`src/rtl/lc3b_mem_ctrl.sv`:
```
// LC-3b memory controller: serves 16-bit held CPU requests from an 8-bit synchronous SRAM
// as low/high byte accesses, each stretched by WAIT_STATES cycles, answered by a one-cycle mem_resp.
module lc3b_mem_ctrl #(
    parameter int WAIT_STATES = 2
) (
    input  logic        clk,
    input  logic        rst_n,
    input  logic [15:0] mem_address,
    input  logic [15:0] mem_wdata,
    input  logic        mem_read,
    input  logic        mem_write,
    input  logic [1:0]  mem_byte_enable,
    output logic [15:0] mem_rdata,
    output logic        mem_resp,
    output logic [15:0] sram_addr,
    output logic [7:0]  sram_wdata,
    input  logic [7:0]  sram_rdata,
    output logic        sram_ce,
    output logic        sram_we
);

    typedef enum logic [2:0] {
        IDLE,
        LO_ACC,
        HI_ACC,
        RESP,
        RELEASE
    } state_t;

    localparam logic [3:0] WAIT_LAST = 4'(WAIT_STATES - 1);

    state_t      state, state_next;
    logic [3:0]  wait_cnt;
    logic [14:0] addr_q;
    logic [15:0] wdata_q;
    logic [15:0] rdata_q;
    logic [1:0]  be_q;
    logic        op_rd_q;
    logic        req;
    logic        wait_done;

    // Word alignment discards the CPU's byte-select bit.
    logic unused_addr_bit;
    assign unused_addr_bit = mem_address[0];

    assign req       = mem_read | mem_write;
    assign wait_done = (wait_cnt == WAIT_LAST);

    always_ff @(posedge clk) begin
        if (!rst_n) begin
            state    <= IDLE;
            wait_cnt <= 4'd0;
            addr_q   <= 15'd0;
            wdata_q  <= 16'd0;
            rdata_q  <= 16'd0;
            be_q     <= 2'b00;
            op_rd_q  <= 1'b0;
        end else begin
            state <= state_next;
            case (state)
                IDLE: begin
                    wait_cnt <= 4'd0;
                    if (req) begin
                        addr_q  <= mem_address[15:1];
                        wdata_q <= mem_wdata;
                        be_q    <= mem_byte_enable;
                        op_rd_q <= mem_read;
                    end
                end
                LO_ACC, HI_ACC: begin
                    if (wait_done) begin
                        wait_cnt <= 4'd0;
                        if (op_rd_q) begin
                            if (state == LO_ACC) rdata_q[7:0]  <= sram_rdata;
                            else                 rdata_q[15:8] <= sram_rdata;
                        end
                    end else begin
                        wait_cnt <= wait_cnt + 4'd1;
                    end
                end
                default: wait_cnt <= 4'd0;
            endcase
        end
    end

    always_comb begin
        state_next = state;
        case (state)
            IDLE: begin
                if (req) begin
                    if (mem_read || mem_byte_enable[0]) state_next = LO_ACC;
                    else if (mem_byte_enable[1])        state_next = HI_ACC;
                    else                                state_next = RESP;
                end
            end
            LO_ACC: begin
                if (wait_done) state_next = (op_rd_q || be_q[1]) ? HI_ACC : RESP;
            end
            HI_ACC: begin
                if (wait_done) state_next = RESP;
            end
            RESP:    state_next = RELEASE;
            RELEASE: begin
                // A request still held from the finished transaction must not restart it.
                if (!req) state_next = IDLE;
            end
            default: state_next = IDLE;
        endcase
    end

    always_comb begin
        sram_ce    = 1'b0;
        sram_we    = 1'b0;
        sram_addr  = 16'h0000;
        sram_wdata = 8'h00;
        if (state == LO_ACC || state == HI_ACC) begin
            sram_ce   = 1'b1;
            sram_we   = ~op_rd_q;
            sram_addr = {addr_q, (state == HI_ACC)};
            if (!op_rd_q) sram_wdata = (state == HI_ACC) ? wdata_q[15:8] : wdata_q[7:0];
        end
    end

    assign mem_resp  = (state == RESP);
    assign mem_rdata = rdata_q;

endmodule

```
`config.mk`:
```
export PLATFORM = sky130hd
export DESIGN_NAME = lc3b_mem_ctrl
export DESIGN_NICKNAME = d
export VERILOG_FILES = /design/src/rtl/lc3b_mem_ctrl.sv
export SDC_FILE = /design/constraint.sdc
export NUM_CORES = 1
export LEC_CHECK = 0
export CORE_MARGIN = 2
export CORE_UTILIZATION = 49
export CTS_CLUSTER_SIZE = 10
export DETAILED_ROUTE_END_ITERATION = 7
export PLACE_DENSITY = 0.92
export SYNTH_ARGS = -nofsm -noshare
export SYNTH_HDL_FRONTEND = slang
export SYNTH_SLANG_ARGS = --single-unit
```
`constraint.sdc`:
```
create_clock -name clk -period 4.49 [get_ports clk]
set_input_delay 0.6735 -clock clk [delete_from_list [all_inputs] [get_ports clk]]
set_output_delay 0.6735 -clock clk [all_outputs]
set_load 0.1 [all_outputs]
```
==> flow_summary.yaml, run 1 <==
worst_setup_path:
  cp-start-kind: "flop"
  reg2reg_from: "state[1]"
  critPathKind: "reg2out"
  critPathArrivalTime_ns: 2.93
  endpoint_kind: "primary output"
  r2r_end: "state[0]"
  reg2reg_slack_ns: 2.45
  required_ns: 3.82
  path_max_fanout: 17
  r2r_cells: 3
die:
  core_um2: 5110
  die_w_um: 76.5
  dieArea_um2: 5860
  fp.dieH_um: 76.5
  io_pins: 89
  num_rows: 26
  start_util_pct: 50.5
global_route:
  grt_pass1_wl_um: 10800
  grt-ovfl-total: 0
  grt.total_usage_pct: 22.6
  top_usage_layer: "met2"
  met1_usage_pct: 27.6
  gr-usage-met2_pct: 38.5
  grt_pass1_vias: 2324
  grt_use_met3_pct: 6.28
  grt_max_degree: 55
  antenna_found_initial: 0
clock_network:
  postCtsSetupBuffers: 0
  clock_sinks: 56
  clock_latency_ns: 0.30
  htreeDepth: 2
  cts_resized: 0
  cts_hold_buffers: 0
  clock_path_buffers: 2
  cts_tree: "yes"
  clkTransAtPathRegs_ns: 0.10
  numCtsBuffers: 5
  cts_root_buf: "clkbuf_8"
min_path:
  holdPathEnd: "addr_q[10]"
  worstHoldStart: "addr_q[10]"
  hp-class: "reg2reg"
  whs_path_depth: 2
route:
  ant_nets: 0
  avgRoutedWirePerCell_um: 14.8
  dr.pass1.iters: 4
  wl_um: 6590
  vias_per_cell: 5.66
  drc: 0
  first_iter_violations: 122
  num_vias: 2517
cells_and_area:
  diodes: 0
  drive_above_1_share_pct: 10.9
  fin_util_pct: 67.2
  area_growth_pct: 33.1
  fill_cells: 453
  multi_input_area_um2: 1280
  regArea_um2: 1120
  fin_nets: 423
yosys:
  syn-cell-area_um2: 2580
  synth.distinct_cells: 42
  yosys_register_bits: 56
  ys_seq_area_share_pct: 43.5
  synth_cells: 311
  syn_nets: 359
  synth_top_area_share_pct: 43.5
  synth_most_common_cell: "dfxtp_1"
  ys_top_cells_by_count: "dfxtp_1 (56), a21oi_1 (49), nand3_1 (49)"
  syn_area_per_cell_um2: 8.29
  yosys_most_used_dff: "dfxtp_1"
  synth-async-reset-ratio_pct: 0
  yosys_warnings: 0
  yosysTopAreaCell: "dfxtp_1"
  synth_edf_count: 0
  ys_top_cells_by_area: "dfxtp_1 (43%), a21oi_1 (9.5%), nand3_1 (9.5%), o21ai_0 (8.9%), and2_1 (3.6%)"
timing:
  max_freq_mhz: 278
  skew_ns: 0.00978
  rsz0062_at_grt: "no"
  min_period_ns: 3.60
  fin_setup_tns_ns: 0
  fin_crit_sh_pct: 80.2
  whs_ns: 0.475
  finalSetupViolCount: 0
  slew_headroom_pct: 19.0
  worst_pin_slew_ns: 1.21
  finalMaxSlewViolations: 0
  finalHoldViolCount: 0
pwr:
  total_power_uw: 2220
  vdd_ir_drop_max_mv: 0.381
  leakage_uw: 0.00123
  powerDensity_nw_per_um2: 648
place:
  port_buffers: 87
  dp_hpwl_um: 4560
  place.gp.congestion: 0.817
job:
  cap_violations: 0
status:
  status: "finished, final reports clean"
[flip-flops by register name, indices dropped and copies added (netlist names)]
signal     flops
addr_q        15
be_q           1
mem_rdata     16
op_rd_q        1
state          3
wait_cnt       4
wdata_q       16
[kinds of logic (layout without fill, tap and decap cells)]
| group | after synthesis | after routing | synth area share [%] |
|---|---|---|---|
| compound gates | 106 | 106 | 21.6 |
| mux | 8 | 8 | 3.11 |
| flops | 56 | 56 | 43.5 |
| buf+inv | 36 | 100 | 7.48 |
| xor+xnor | 4 | 4 | 1.36 |
| simple gates | 99 | 99 | 22.0 |
| fa+ha+maj | 2 | 2 | 0.971 |
[cell type report]
class,count,area share [%]
clock buffer,6,2.41
clock inverter,1,0.255
inverter,5,0.912
multi-input combinational,219,37.3
sequential,56,32.7
tap,70,2.55
timing repair buffer,88,23.9
[stage by stage]
step / instances / cell area, µm² / setup WS (ns)
after floorplan: 311 / 2580 / 0.758
after global placement: 438 / 3340 / 1.27
after detailed placement: 438 / 3340 / 1.22
after CTS: 445 / 3430 / 0.871
after global routing: 445 / 3430 / 0.677
final: 445 / 3430 / 0.888
[critical path, stage by stage (launching register included)]
cell and delay [ns]:
dfxtp_1 0.65, or3b_1 0.62, inv_12 0.20, clkdlybuf4s50_1 1.15
[worst max-delay path by stage]
stage,depth (start not counted),from,end
3_5_place_dp,3,state[1],sram_addr[0]
5_1_grt,4,state[0],sram_ce
3_3_place_gp,3,state[1],sram_addr[0]
4_1_cts,3,state[1],sram_addr[0]
2_1_floorplan,5,state[1],sram_wdata[2]
6_report,3,state[1],sram_addr[0]
[cell usage in the layout, fill, tap and decap left out, drive strengths merged, types with 2 or more instances in the layout]
master | synthesis | final
clkdlybuf4s50 | 0 | 64
dfxtp | 56 | 56
nand3 | 49 | 49
a21oi | 49 | 49
o21ai | 49 | 49
buf | 12 | 24
and2 | 15 | 15
nor2 | 9 | 9
nor3 | 9 | 9
mux2i | 8 | 8
clkbuf | 19 | 6
inv | 5 | 5
or3b | 3 | 3
nor3b | 3 | 3
xor2 | 2 | 2
nand2b | 2 | 2
xnor2 | 2 | 2
ha | 2 | 2
[metal layers]
metal / vias to the layer above / part of all wire [%]
met3: 12 / 6.8
met2: 99 / 51
met5: - / 0
met1: 1172 / 41
met4: 0 / 1.8
li1: 1234 / -
[power by group]
part	leakage [µW]	internal, µW	switching, µW
Combinational	0.000724	331	935
Sequential	0.000458	593	86.3
Clock	0.0000473	123	155
Note: power is estimated with default switching activity, not from simulation.
==> run 2, diff against run 1 <==
--- a/config.mk
+++ b/config.mk
@@ -6,10 +6,10 @@
 export NUM_CORES = 1
 export LEC_CHECK = 0
 export CORE_MARGIN = 2
-export CORE_UTILIZATION = 49
+export CORE_UTILIZATION = 45
 export CTS_CLUSTER_SIZE = 10
 export DETAILED_ROUTE_END_ITERATION = 7
-export PLACE_DENSITY = 0.92
+export PLACE_DENSITY = 0.86
 export SYNTH_ARGS = -nofsm -noshare
 export SYNTH_HDL_FRONTEND = slang
 export SYNTH_SLANG_ARGS = --single-unit
==> constraint.sdc (replaced) <==
create_clock -name clk -period 3.61 [get_ports clk]
set_input_delay 0.5415 -clock clk [delete_from_list [all_inputs] [get_ports clk]]
set_output_delay 0.5415 -clock clk [all_outputs]
set_load 0.1 [all_outputs]
==> run 2 against run 1 <==
Effect of this change: via count is 2.6% lower; worst hold slack worse by 0.0032 ns; sequential share of layout area hardly changed; largest power group unchanged; setup slack worse by 0.21 ns; sequential power is 24% higher; design area is 0.15% lower.
==> flow_summary.yaml, run 2 (same netlist as run 1, synthesis figures left out) <==
status:
  status: "finished, final reports clean"
cells_and_area:
  final_common_cell: "clkdlybuf4s50_1"
  area_growth_pct: 32.9
  fill_cells: 497
  fin_util_pct: 62.2
  regArea_um2: 1120
  layout_common_cells: "clkdlybuf4s50_1 (60), dfxtp_1 (56), nand3_1 (49), a21oi_1 (49), o21ai_0 (46)"
  multi_input_area_um2: 1280
  diodes: 0
  fin_nets: 423
  drive_above_1_share_pct: 12.0
  finalNonFillerCells: 448
worst_setup_path:
  max_stage_delay_ns: 0.65
  worstPathBufferInverterCount: 2
  endpoint_kind: "primary output"
  cp-start-kind: "flop"
  cp_slowest_cell: "dfxtp_1"
  path_depth: 5
  required_ns: 3.07
  path_cells: "or3b_1 -> inv_12 -> mux2i_1 -> nor3_1 -> buf_4"
  critPathArrivalTime_ns: 2.39
  path_delay_family: "simple AND/OR/NAND/NOR gates"
  critPathKind: "reg2out"
  path_max_fanout: 17
  r2r_cells: 3
timing:
  min_period_ns: 2.93
  max_freq_mhz: 341
  fin_setup_tns_ns: 0
  finalHoldViolCount: 0
  slew_headroom_pct: 19.2
  fin_crit_sh_pct: 81.3
  setup_slack_ns: 0.676
  worst_pin_slew_ns: 1.20
  whs_ns: 0.472
  finalSetupViolCount: 0
  skew_ns: 0.00873
  finalMaxSlewViolations: 0
  rsz0062_at_grt: "no"
global_route:
  grt-ovfl-total: 0
  antenna_found_initial: 0
  grt_pass1_vias: 2277
  grt_max_degree: 55
  grt_pass1_wl_um: 10300
  grt.total_usage_pct: 20.3
job:
  cap_violations: 0
die:
  dieArea_um2: 6350
  start_util_pct: 46.8
  io_pins: 89
  die_w_um: 79.7
  core_um2: 5510
  fp.dieH_um: 79.7
  num_rows: 27
pwr:
  powerDensity_nw_per_um2: 802
  vdd_ir_drop_max_mv: 0.575
  leakage_uw: 0.00123
clock_network:
  cts_root_buf: "clkbuf_8"
  cts_tree: "yes"
  clkTransAtPathRegs_ns: 0.09
  htreeDepth: 2
  clock_sinks: 56
  numCtsBuffers: 5
  clock_path_buffers: 2
  cts_resized: 0
  clock_latency_ns: 0.30
  postCtsSetupBuffers: 0
  cts_hold_buffers: 0
route:
  vias_per_cell: 5.47
  first_iter_violations: 122
  dr.pass1.iters: 4
  num_vias: 2451
  avgRoutedWirePerCell_um: 14.1
  wl_um: 6310
  drc: 0
  ant_nets: 0
place:
  port_buffers: 87
  dp.cells: 440
  place.gp.congestion: 0.745
  pre_cts_slack_ns: 1.03
  dp_hpwl_um: 4330
min_path:
  hp-class: "reg2reg"
  whs_path_depth: 2
run 2: cell types whose count changed in the layout (fill, tap and decap cells not counted):
cell	change
buf_4	+4
clkdlybuf4s50_1	-4
clkinvlp_4	+1
clkinv_4	-1
clkbuf_1	+1
run 2: final timing paths:
path / from / endpoint / slack (ns)
min: addr_q[12] / addr_q[12] / 0.47
max reg2reg: op_rd_q / mem_rdata[4] / 1.43
min reg2reg: addr_q[12] / addr_q[12] / 0.47
max: state[1] / sram_wdata[4] / 0.68
run 2: layout make-up:
class / count / share of cell area, %
inverters: 5 / 0.913
clock inverters: 1 / 0.219
well taps: 72 / 2.63
flip-flops and latches: 56 / 32.7
clock buffers: 7 / 2.52
repair buffers: 88 / 23.7
multi-input cells: 219 / 37.3
run 2: worst reg2reg max path, stage by stage, from the launching register on:
cell	delay [ns]
dfxtp_1	0.65
nor4bb_2	1.04
nand3_1	0.22
a21oi_1	0.19
run 2: power by group:
group / leakage, µW / switching (µW) / internal [µW]
Combinational: 0.000730 / 1160 / 400
Clock: 0.0000445 / 190 / 156
Sequential: 0.000458 / 106 / 738
run 2: metrics by stage:
stage	power [µW]	cell area (µm²)
floorplan	2150	2580
global placement	2390	3330
detailed placement	2420	3330
CTS	2770	3430
global route	2920	3430
finish	2750	3430
run 2: layer usage:
layer  GRT usage [%]  wire length, µm  vias up  share of wire, %
met4            5.34               56        0              0.89
met5               0                0        -                 0
met1            25.7             2790     1126                44
met2            34.6             3030       87                48
met3            4.52              438        6               6.9
li1                -                -     1232                 -
==> run 3, diff against run 2 <==
--- a/config.mk
+++ b/config.mk
@@ -6,10 +6,10 @@
 export NUM_CORES = 1
 export LEC_CHECK = 0
 export CORE_MARGIN = 2
-export CORE_UTILIZATION = 45
+export CORE_UTILIZATION = 41
 export CTS_CLUSTER_SIZE = 10
 export DETAILED_ROUTE_END_ITERATION = 7
-export PLACE_DENSITY = 0.86
+export PLACE_DENSITY = 0.82
 export SYNTH_ARGS = -nofsm -noshare
 export SYNTH_HDL_FRONTEND = slang
 export SYNTH_SLANG_ARGS = --single-unit
==> constraint.sdc (replaced) <==
create_clock -name clk -period 2.55 [get_ports clk]
set_input_delay 0.3825 -clock clk [delete_from_list [all_inputs] [get_ports clk]]
set_output_delay 0.3825 -clock clk [all_outputs]
set_load 0.1 [all_outputs]
==> run 3 against run 2 <==
Effect of this change: clock skew is 0.0033 ns lower; non-clock buffer count is 8 higher; sequential share of layout area is 3.4 points lower; combinational power is 76% higher; clock power is 43% higher; register-to-register slack worse by 0.88 ns; wire length is 10% higher; largest cell class unchanged; first-iteration DRC count is 30% higher; via count is 2.3% higher; critical path depth is 2 higher; flip-flop and latch count stayed put; largest power group unchanged.
==> flow_summary.yaml, run 3 (same netlist as run 1, synthesis figures left out) <==
status:
  status: "finished, final reports clean"
die:
  fp.dieH_um: 83.3
  die_w_um: 83.3
  num_rows: 28
  core_um2: 5990
  start_util_pct: 43.0
  dieArea_um2: 6940
  io_pins: 89
clock_network:
  cts_root_buf: "clkbuf_8"
  htreeDepth: 2
  clock_path_buffers: 2
  clock_latency_ns: 0.31
  cts_resized: 0
  cts_tree: "yes"
  numCtsBuffers: 5
  clkTransAtPathRegs_ns: 0.09
  cts_hold_buffers: 0
  postCtsSetupBuffers: 0
  clock_sinks: 56
min_path:
  hp-class: "reg2reg"
place:
  port_buffers: 87
  place.gp.congestion: 0.815
  dp_hpwl_um: 4920
  pre_cts_slack_ns: 0.482
  dp.cells: 451
route:
  ant_nets: 0
  dr.pass1.iters: 4
  avgRoutedWirePerCell_um: 15.2
  num_vias: 2507
  first_iter_violations: 159
  drc: 0
  vias_per_cell: 5.46
  wl_um: 6960
global_route:
  grt_pass1_wl_um: 11700
  grt-ovfl-total: 0
  grt_max_degree: 35
  grt.total_usage_pct: 20.1
  antenna_found_initial: 0
  grt_pass1_vias: 2477
timing:
  min_period_ns: 2.39
  finalMaxSlewViolations: 0
  whs_ns: 0.472
  fin_crit_sh_pct: 93.7
  rsz0062_at_grt: "no"
  skew_ns: 0.00542
  worst_pin_slew_ns: 0.973
  slew_headroom_pct: 35.1
  setup_slack_ns: 0.161
  finalHoldViolCount: 0
  max_freq_mhz: 419
  finalSetupViolCount: 0
worst_setup_path:
  critPathMostFrequentCell: "buf_4"
  max_stage_delay_ns: 0.34
  path_cells: "buf_4 -> xor2_1 -> nand2b_1 -> buf_4 -> inv_2 -> and2_1 -> buf_12"
  path_delay_family: "buffers and inverters"
  path_max_fanout: 17
  endpoint_kind: "primary output"
  critPathKind: "reg2out"
  worstPathBufferInverterCount: 4
  cp-start-kind: "flop"
  required_ns: 2.17
  cp_slowest_cell: "dfxtp_1"
  critPathArrivalTime_ns: 2.01
pwr:
  powerDensity_nw_per_um2: 1150
  vdd_ir_drop_max_mv: 0.674
  leakage_uw: 0.00140
job:
  cap_violations: 0
cells_and_area:
  drive_above_1_share_pct: 20.1
  finalNonFillerCells: 459
  fin_nets: 431
  area_growth_pct: 48.5
  final_common_cell: "dfxtp_1"
  layout_common_cells: "dfxtp_1 (56), nand3_1 (49), a21oi_1 (49), o21ai_0 (46), clkdlybuf4s50_1 (44)"
  diodes: 0
[run 3: cell count changes in the layout (fill, tap and decap cells not counted), sizes merged]
cell,before,now
clkinvlp,1,0
clkdlybuf4s50,60,44
clkinv,0,2
clkbuf,7,6
buf,28,52
[run 3: through the flow]
stage                     total power (µW)  setup TNS (ns)  utilization, %  instance area, µm²
after floorplan                       3090          -0.619               -                2620
after global placement                3850               0            62.3                3730
after detailed placement              3900               0            62.3                3730
after CTS                             4400               0            63.9                3830
after global routing                  4600               0            63.9                3830
final                                 4380               0            63.9                3830
[run 3: worst paths after layout]
| kind | from | end | slack, ns | depth (start not counted) |
|---|---|---|---|---|
| setup reg to reg | op_rd_q | mem_rdata[8] | 0.55 | 3 |
| setup / recovery | state[1] | sram_addr[2] | 0.16 | 7 |
| hold / removal | wait_cnt[0] | wait_cnt[0] | 0.47 | 1 |
| hold reg to reg | wait_cnt[0] | wait_cnt[0] | 0.47 | 1 |
[run 3: final cells by class]
cell class	instances	area (µm²)
Inverter	5	31.3
Fill cell	518	2160
Clock inverter	2	10.0
Tap cell	75	93.8
Sequential cell	56	1120
Clock buffer	6	82.6
Timing Repair Buffer	96	1170
Multi-Input combinational cell	219	1320
[run 3: metal layers]
| metal | up-vias | global-route usage (%) | part of all wire, % |
|---|---|---|---|
| li1 | 1255 | - | - |
| met1 | 1163 | 24.6 | 42 |
| met2 | 80 | 33.9 | 49 |
| met3 | 9 | 7.26 | 7.9 |
| met4 | 0 | 4.47 | 1.1 |
| met5 | - | 0 | 0 |
[run 3: report_power, final]
group	leakage [µW]	switching [µW]	internal (µW)
logic	0.000893	1830	913
registers	0.000458	104	1040
clock network	0.0000510	277	217
total	0.00140	2210	2170
